--- src/rtl/fp_recip_pkg.sv ---
// Shared softmax definitions: reciprocal FSM states, input classification and
// the fixed-point constants used by the Newton-Raphson reciprocal.
package softmax_pkg;

    typedef enum logic [2:0] {
        IDLE,
        SEED,
        IT_A,
        IT_B,
        NORM,
        DONE
    } recip_state_t;

    typedef enum logic [1:0] {
        CASE_NORMAL,
        CASE_POW2,
        CASE_INF,
        CASE_ZERO
    } recip_case_t;

    typedef struct packed {
        recip_case_t kind;
        logic [7:0]  exp;
    } recip_class_t;

    localparam int          RECIP_ITERS = 3;
    localparam logic [31:0] SEED_C1     = 32'd3031741621;
    localparam logic [31:0] SEED_C2     = 32'd2021161081;
    localparam logic [31:0] TWO_Q30     = 32'h8000_0000;
    localparam int          EXP_BIAS    = 127;
    localparam logic [31:0] POS_INF     = 32'h7F80_0000;

    // Decides the output category and biased result exponent from |A|.
    // Denormal inputs count as zero; results below the normal range flush to zero.
    function automatic recip_class_t classify(input logic [30:0] mag);
        logic [7:0]   e;
        logic [22:0]  f;
        recip_class_t c;
        e      = mag[30:23];
        f      = mag[22:0];
        c.kind = CASE_ZERO;
        c.exp  = '0;
        if (e == 8'h00) begin
            c.kind = CASE_INF;
            c.exp  = POS_INF[30:23];
        end else if (e != 8'hFF) begin
            if (f == 23'h0) begin
                if (e != 8'(2 * EXP_BIAS)) begin
                    c.kind = CASE_POW2;
                    c.exp  = 8'(2 * EXP_BIAS) - e;
                end
            end else if (e < 8'(2 * EXP_BIAS - 1)) begin
                c.kind = CASE_NORMAL;
                c.exp  = 8'(2 * EXP_BIAS - 1) - e;
            end
        end
        return c;
    endfunction

endpackage

--- src/rtl/fp_recip_if.sv ---
// Valid/ready operand and result channels of the reciprocal unit.
interface fp_recip_if;
    logic        in_valid;
    logic        in_ready;
    logic [31:0] A;
    logic        out_valid;
    logic        out_ready;
    logic [31:0] result;

    modport master (
        output in_valid, A, out_ready,
        input  in_ready, out_valid, result
    );

    modport slave (
        input  in_valid, A, out_ready,
        output in_ready, out_valid, result
    );
endinterface

--- src/rtl/fp_recip_umul.sv ---
// Combinational unsigned 32x32->64 multiplier, kept separate so it can be
// pipelined or mapped onto DSP blocks without touching the reciprocal FSM.
module umul32x32 (
    input  logic [31:0] a,
    input  logic [31:0] b,
    output logic [63:0] p
);
    assign p = {32'h0, a} * {32'h0, b};
endmodule

--- src/rtl/fp_recip.sv ---
// Iterative single-precision reciprocal: seed plus three Newton-Raphson steps on
// the mantissa through one shared multiplier, fixed 9-cycle latency.
module fp_recip
    import softmax_pkg::*;
(
    input  logic       clk,
    input  logic       rst,
    fp_recip_if.slave  bus
);

    localparam logic [1:0] LAST_ITER = 2'(RECIP_ITERS - 1);

    recip_state_t state, next_state;
    recip_class_t cls;
    logic [31:0]  a_reg, x_reg, t_reg, result_reg;
    logic [31:0]  mul_a, mul_b;
    logic [63:0]  prod;
    logic [23:0]  d_val;
    logic [22:0]  mant;
    logic [1:0]   iter_cnt;
    logic         unused_bits;

    assign d_val         = {1'b1, a_reg[22:0]};
    assign mant          = x_reg[31] ? 23'h7F_FFFF : x_reg[29:7];
    assign bus.in_ready  = (state == IDLE) && !rst;
    assign bus.out_valid = (state == DONE);
    assign bus.result    = result_reg;
    assign unused_bits   = ^{prod[63:62], prod[23:0], a_reg[30:23]};

    always_ff @(posedge clk or posedge rst) begin
        if (rst) state <= IDLE;
        else     state <= next_state;
    end

    always_comb begin
        next_state = state;
        unique case (state)
            IDLE:    if (bus.in_valid) next_state = SEED;
            SEED:    next_state = IT_A;
            IT_A:    next_state = IT_B;
            IT_B:    next_state = (iter_cnt == LAST_ITER) ? NORM : IT_A;
            NORM:    next_state = DONE;
            DONE:    if (bus.out_ready) next_state = IDLE;
            default: next_state = IDLE;
        endcase
    end

    // Operand routing for the single shared multiplier.
    always_comb begin
        mul_a = '0;
        mul_b = '0;
        unique case (state)
            SEED: begin mul_a = SEED_C2;         mul_b = {8'h0, d_val};   end
            IT_A: begin mul_a = {8'h0, d_val};   mul_b = x_reg;           end
            IT_B: begin mul_a = x_reg;           mul_b = TWO_Q30 - t_reg; end
            default: ;
        endcase
    end

    umul32x32 u_mul (.a(mul_a), .b(mul_b), .p(prod));

    // x and t live in Q2.30; prod[55:24] and prod[61:30] are the truncated rescales.
    always_ff @(posedge clk or posedge rst) begin
        if (rst) begin
            a_reg      <= '0;
            cls        <= '{kind: CASE_ZERO, exp: 8'h00};
            x_reg      <= '0;
            t_reg      <= '0;
            iter_cnt   <= '0;
            result_reg <= '0;
        end else begin
            unique case (state)
                IDLE: if (bus.in_valid) begin
                    a_reg    <= bus.A;
                    cls      <= classify(bus.A[30:0]);
                    iter_cnt <= '0;
                end
                SEED: x_reg <= SEED_C1 - prod[55:24];
                IT_A: t_reg <= prod[55:24];
                IT_B: begin
                    x_reg    <= prod[61:30];
                    iter_cnt <= iter_cnt + 2'd1;
                end
                NORM: begin
                    unique case (cls.kind)
                        CASE_NORMAL: result_reg <= {a_reg[31], cls.exp, mant};
                        CASE_POW2,
                        CASE_INF:    result_reg <= {a_reg[31], cls.exp, 23'h0};
                        default:     result_reg <= {a_reg[31], 31'h0};
                    endcase
                end
                default: ;
            endcase
        end
    end

endmodule
--- src/flat_wrapper.sv ---
// flat-port wrapper written by rule: the top's interface ports become plain ports
module fp_recip_flat import softmax_pkg::*;
  (clk, rst, bus_in_valid, bus_A, bus_out_ready, bus_in_ready, bus_out_valid, bus_result);
  fp_recip_if bus_i ();
  input  logic clk;
  input  logic rst;
  input wire logic [$bits(bus_i.in_valid)-1:0] bus_in_valid;
  input wire logic [$bits(bus_i.A)-1:0] bus_A;
  input wire logic [$bits(bus_i.out_ready)-1:0] bus_out_ready;
  output wire logic [$bits(bus_i.in_ready)-1:0] bus_in_ready;
  output wire logic [$bits(bus_i.out_valid)-1:0] bus_out_valid;
  output wire logic [$bits(bus_i.result)-1:0] bus_result;
  assign bus_i.in_valid = bus_in_valid;
  assign bus_i.A = bus_A;
  assign bus_i.out_ready = bus_out_ready;
  assign bus_in_ready = bus_i.in_ready;
  assign bus_out_valid = bus_i.out_valid;
  assign bus_result = bus_i.result;
  fp_recip u_core (.clk(clk), .rst(rst), .bus(bus_i));
endmodule
--- config.mk ---
export PLATFORM = sky130hd
export DESIGN_NAME = fp_recip_flat
export DESIGN_NICKNAME = d
export VERILOG_FILES = /design/src/rtl/fp_recip_pkg.sv /design/src/rtl/fp_recip_if.sv /design/src/rtl/fp_recip_umul.sv /design/src/rtl/fp_recip.sv /design/src/flat_wrapper.sv
export SDC_FILE = /design/constraint.sdc
export NUM_CORES = 2
export LEC_CHECK = 0
export ABC_AREA = 1
export ABC_CLOCK_PERIOD_IN_PS = 17900
export CAP_MARGIN = 20
export CELL_PAD_IN_SITES_DETAIL_PLACEMENT = 0
export CELL_PAD_IN_SITES_GLOBAL_PLACEMENT = 1
export CORE_MARGIN = 4
export CORE_UTILIZATION = 50
export CTS_CLUSTER_DIAMETER = 200
export DETAILED_ROUTE_END_ITERATION = 6
export PLACE_DENSITY = 0.91
export SLEW_MARGIN = 10
export SYNTH_ARGS = -nofsm -noshare
export SYNTH_HDL_FRONTEND = slang
export SYNTH_SLANG_ARGS = --single-unit
--- constraint.sdc ---
create_clock -name clk -period 17.9 [get_ports clk]
set_input_delay 2.685 -clock clk [delete_from_list [all_inputs] [get_ports clk]]
set_output_delay 2.685 -clock clk [all_outputs]
set_load 0.01 [all_outputs]
* Word level (Yosys, flattened, before mapping)
Index checks and enable logic that the tools add are counted.
Storage, ports and cells: flip-flop bits (word level) 143, bits of input ports 36, output and inout bits 34, word-level logic and storage cells 55
Cells by class: add/subtract/negate cells 5, multiply operators 1, $lt $le $gt $ge 1, equal/unequal tests 12, mux-type cells 16, reductions and logical operators 12
Operators by type and width (count):
- $pmux W32 S3 | 2
- $pmux W32 S2 | 1
- $sub A32 B32 Y32 const A | 2
- $mul A32 B32 Y62 | 1
- $pmux W31 S2 | 1
- $mux W10 | 5
- $logic_not A23 Y1 | 1
- $mux W23 | 1
- $pmux W3 S6 | 1
- $ne A8 B8 Y1 const B | 2
- $sub A8 B8 Y8 const A | 2
- $mux W3 | 3
- $logic_not A8 Y1 | 1
- $lt A8 B8 Y1 const B | 1
- $eq A3 B2 Y1 const B | 2
- $eq A3 B3 Y1 const B | 2
- $reduce_and A2 Y1 | 3
- $eq A2 B2 Y1 const B | 2
- $ne A2 B2 Y1 const B | 2
- $pmux W2 S2 | 1
- $reduce_bool A2 Y1 | 2
- $eq A3 B1 Y1 const B | 1
- $logic_not A3 Y1 | 1
- $add A2 B1 Y2 const B | 1
- 6 further kinds | 6

* Depth between registers and ports, before layout
word-level depth 5, mapped depth 59, gate-level depth less buffers 58

* Modules after synthesis
A second synthesis with hierarchy kept.
Unflattened totals: cell total of the unflattened synthesis 6236, area, all modules 44911.8 um2
Modules (own cells, without submodules):
- umul32x32 | times used 1, cells an instance 4957, area each 36125.9 um2, sequential area each 0.0 um2
- fp_recip | times used 1, cells an instance 1279, area each 8785.9 um2, sequential area each 3380.7 um2

* Worst setup path after synthesis
No wires, ideal clock.
kind flip-flop to flip-flop, from register u_core.state[2], to register u_core.x_reg[21], setup time 123 ps, data arrival time 8524 ps, required time 17777 ps, slack 9253 ps, stages on the path, launching flop included 47, path buffers 4, period minus slack after synthesis 8647 ps, cells stage by stage dfrtp_1 -> inv_2 -> nand2_4 -> nor2_2 -> clkbuf_1 -> buf_2 -> o21ai_0 -> a21oi_1 -> nor2_1 -> inv_1 -> clkbuf_1 -> buf_1 -> nand2_1 -> fa_1 -> inv_1 -> fa_1 -> inv_1 -> fa_1 -> (+11 left out) -> inv_1 -> nor4_1 -> nand2_1 -> nand3_1 -> nand2_1 -> ha_1 -> inv_1 -> nand3_1 -> nand2_2 -> nand2_1 -> nand2_1 -> nand2_1 -> nand2_2 -> nand2_1 -> nand2_1 -> nand2_1 -> a21oi_1 -> o21ai_1
Between the ends: longest elaborated chain between the ends 5, elaborated cells between the ends (all ways) 9, those cells by class add/sub (1); mul (1); eq/ne (3); mux (3); reduce/logical (1)
RTL lines:
- start: declaration | RTL line fp_recip.sv:13 | recip_state_t state, next_state;
- start signal: assignment | RTL line fp_recip.sv:32 | else state <= next_state;
- $eq A3 B2 Y1 / $eq A3 B1 Y1 (equally long branches) | RTL line fp_recip.sv:52 | unique case (state)
- $pmux W32 S3 | RTL line fp_recip.sv:52
- $mul A32 B32 Y62 (*) | RTL line fp_recip_umul.sv:8 | assign p = {32'h0, a} * {32'h0, b};
- named net u_core.prod[26] | RTL line fp_recip.sv:17 | logic [63:0] prod;
- $sub A32 B32 Y32 (*) | RTL line fp_recip.sv:78 | SEED: x_reg <= SEED_C1 - prod[55:24];
- $pmux W32 S2 (*) | RTL line fp_recip.sv:72 | unique case (state)
- end signal: assignment | RTL line fp_recip.sv:78
- end signal: assignment | RTL line fp_recip.sv:81 | x_reg <= prod[61:30];
- end: declaration | RTL line fp_recip.sv:15 | logic [31:0] a_reg, x_reg, t_reg, result_reg;
Mark *: on every way through the listed nets, which the timed path passes. The rest lies on a longest branch. A chain may end at the register's enable or synchronous reset.

* Worst setup path in the final report
from register u_core.state[1], to register u_core.x_reg[13]
Same word-level chain as after synthesis.

==> summary.txt <==
Status
  • Status: finished clean

Clocking
  • Clk_lat worst skew: 0.45 ns
  • Reg clk slew, reported paths: 0.07 ns
  • Hold bufs inserted after CTS: 0
  • Number of buffers created by CTS: 17
  • Setup Buffers After CTS: 0
  • Clock sink total: 135
  • Root buffer cell: clkbuf_16
  • H-Tree Depth: 4
  • Max clock buf depth: 2
  • CTS tree: yes
  • Post-CTS sizing: 0

Critical path
  • Reg2reg setup slack: 5.77 ns
  • Crit path max-delay family: adder cells
  • Reg2reg path depth: 43
  • Worst r2r src: u_core.state[1]
  • Worst Setup End Kind: register
  • Startpoint Class: register
  • Critical Path AT: 12.47 ns
  • CP max FO: 47
  • CP peak stage delay: 0.68 ns
  • Critical path class: register to register
  • CP Data Required Time: 18.25 ns
  • Buf+Inv Stages, Crit Path: 11
  • Critical path's slowest cell: dfrtp_1
  • FF-to-FF End: u_core.x_reg[13]

Routing
  • Post-DR wirelength/cell: 22.4 microns
  • DRT Pass-1 Iters: 6
  • DR vias/cell: 5.60
  • Post-Route WL: 142 mm
  • Drt drc: 0
  • Iteration-0 DRC Markers: 3103
  • Vias after detailed routing: 35500
  • ANT nets after route: 0

Cells and area
  • Share of layout cells above drive strength 1: 4.33%
  • Area grow syn2layout: 6.14%
  • Nets: 6436

GRT
  • Grt ovf: 0
  • Vias in the first global route: 37600
  • Initial antenna violation count: 1
  • Largest net degree at the start of global routing: 77
  • Gr usage total: 33.6%
  • Wire length of the first global-routing pass: 220 mm

Synthesis
  • Predominant post-synthesis flop cell: dfrtp_1
  • Leading area contributor after synthesis: fa_1
  • Asr flop ratio synth: 100%
  • Mapped Nets: 6484
  • Seq/Total Area, Yosys: 8.21%
  • Area contributors post-synth: fa_1 43%, inv_1 11%, nand2_1 10%
  • Mapped Area: 41200 sq um
  • Mean Syn Cell Area: 7.78 sq um
  • Syn Inst Count: 5298
  • Number of flops mapped to enable cells by yosys: 0
  • #FFs+latches synth: 135
  • Ys Warns: 0
  • Distinct cell type count after synthesis: 59
  • Top cell type's share of synthesized area: 43.4%
  • Synth cell count leaders: 1240 x inv_1, 1136 x nand2_1, 894 x fa_1
  • Most common cell in the netlist: inv_1

STA
  • Final Hold Vio Count: 0
  • Worst hold slack: 0.487 ns
  • Slew at the pin closest to its max-slew limit: 1.11 ns
  • Tcrit/Tclk final: 67.7%
  • Final Max Tran Viols: 0
  • Slew margin rel.: 25.6%
  • Clock Skews: 0.0136 ns
  • RSZ-0062 raised after global routing: no
  • Max Fclk: 0.0825 GHz
  • Setup_tns: 0 ns
  • Setup violators final: 0
  • Final Critical Period: 12.13 ns

Die
  • CORE AREA: 81800 sq um
  • Die Area: 87100 sq um
  • Chip height: 295 microns
  • Initial Util: 50.3%
  • # rows: 105
  • Die Wd: 295 microns
  • I/O pin total: 70

Hold path
  • WHS Endpoint: u_core.cls[6]
  • HP Class: register to register
  • Hold path start: u_core.cls[6]
  • Min-Delay Path Depth: 2

Placed design
  • Gpl congestion: 1.03
  • HPWL after DPL: 114 mm
  • IO buf count: 69

Job
  • Max Cap Viol: 0
-- routing by layer --
| metal | track usage (%) | vias up | share of wire (%) |
|---|---|---|---|
| li1 | - | 15500 | - |
| met1 | 44.2 | 17900 | 39 |
| met2 | 53.3 | 1694 | 45 |
| met3 | 6.77 | 360 | 9.4 |
| met4 | 17.2 | 0 | 6.5 |
| met5 | 0 | - | 0 |
-- cells in the final DEF (no fill, tap or decap), types with 20 or more instances in the layout --
cell             count
nor2_1             580
dfrtp_1            133
clkdlybuf4s50_1     69
o22ai_1             25
a21oi_1            152
fa_1               894
nand2_2             40
nor3_1              21
buf_4               67
nand3_1            125
clkinv_1            20
o21ai_0            244
nand2_1           1135
inv_1             1238
ha_1               256
-- per-stage QoR --
stage,cell area [sq um],setup slack [ns],util [%],cells
after floorplan,41200,9.25,-,5298
after global placement,43100,6.01,52.6,6299
after detailed placement,43100,6.07,52.7,6300
after CTS,43700,6.05,53.4,6332
after global routing,43700,5.31,53.4,6333
final,43700,5.77,53.4,6334
-- worst max path at each step --
stage | from | to | depth (start not counted)
5_1_grt | u_core.state[1] | u_core.x_reg[31] | 39
6_report | u_core.state[1] | u_core.x_reg[13] | 43
3_3_place_gp | u_core.state[1] | u_core.x_reg[17] | 42
4_1_cts | u_core.state[1] | u_core.x_reg[31] | 34
3_5_place_dp | u_core.state[1] | u_core.x_reg[31] | 36
2_1_floorplan | u_core.state[2] | u_core.x_reg[21] | 46
-- cell type report --
type / count / area (sq um)
multi-input cells: 3682 / 32400
clock inverters: 15 / 154
flip-flops and latches: 135 / 3380
clock buffers: 17 / 425
repair buffers: 138 / 1250
fillers: 7772 / 38100
well taps: 1070 / 1340
inverters: 1276 / 4800
diodes: 1 / 2.50
-- worst min-delay path, stage by stage, from the launching register on --
cell and delay, ns:
dfrtp_1 0.34, nand2_1 0.05, nand2_1 0.06
-- cell families after synthesis --
kind of cell,count (synthesis),synth area share [%]
compound gates,505,6.68
simple gates,1998,19.7
flops,135,8.21
fa+ha+maj,1150,51.2
buf+inv,1481,13.6
xor+xnor,29,0.635
Power is not shown: default switching activity piles up to over one toggle a cycle in this logic, so the estimate is an artifact.
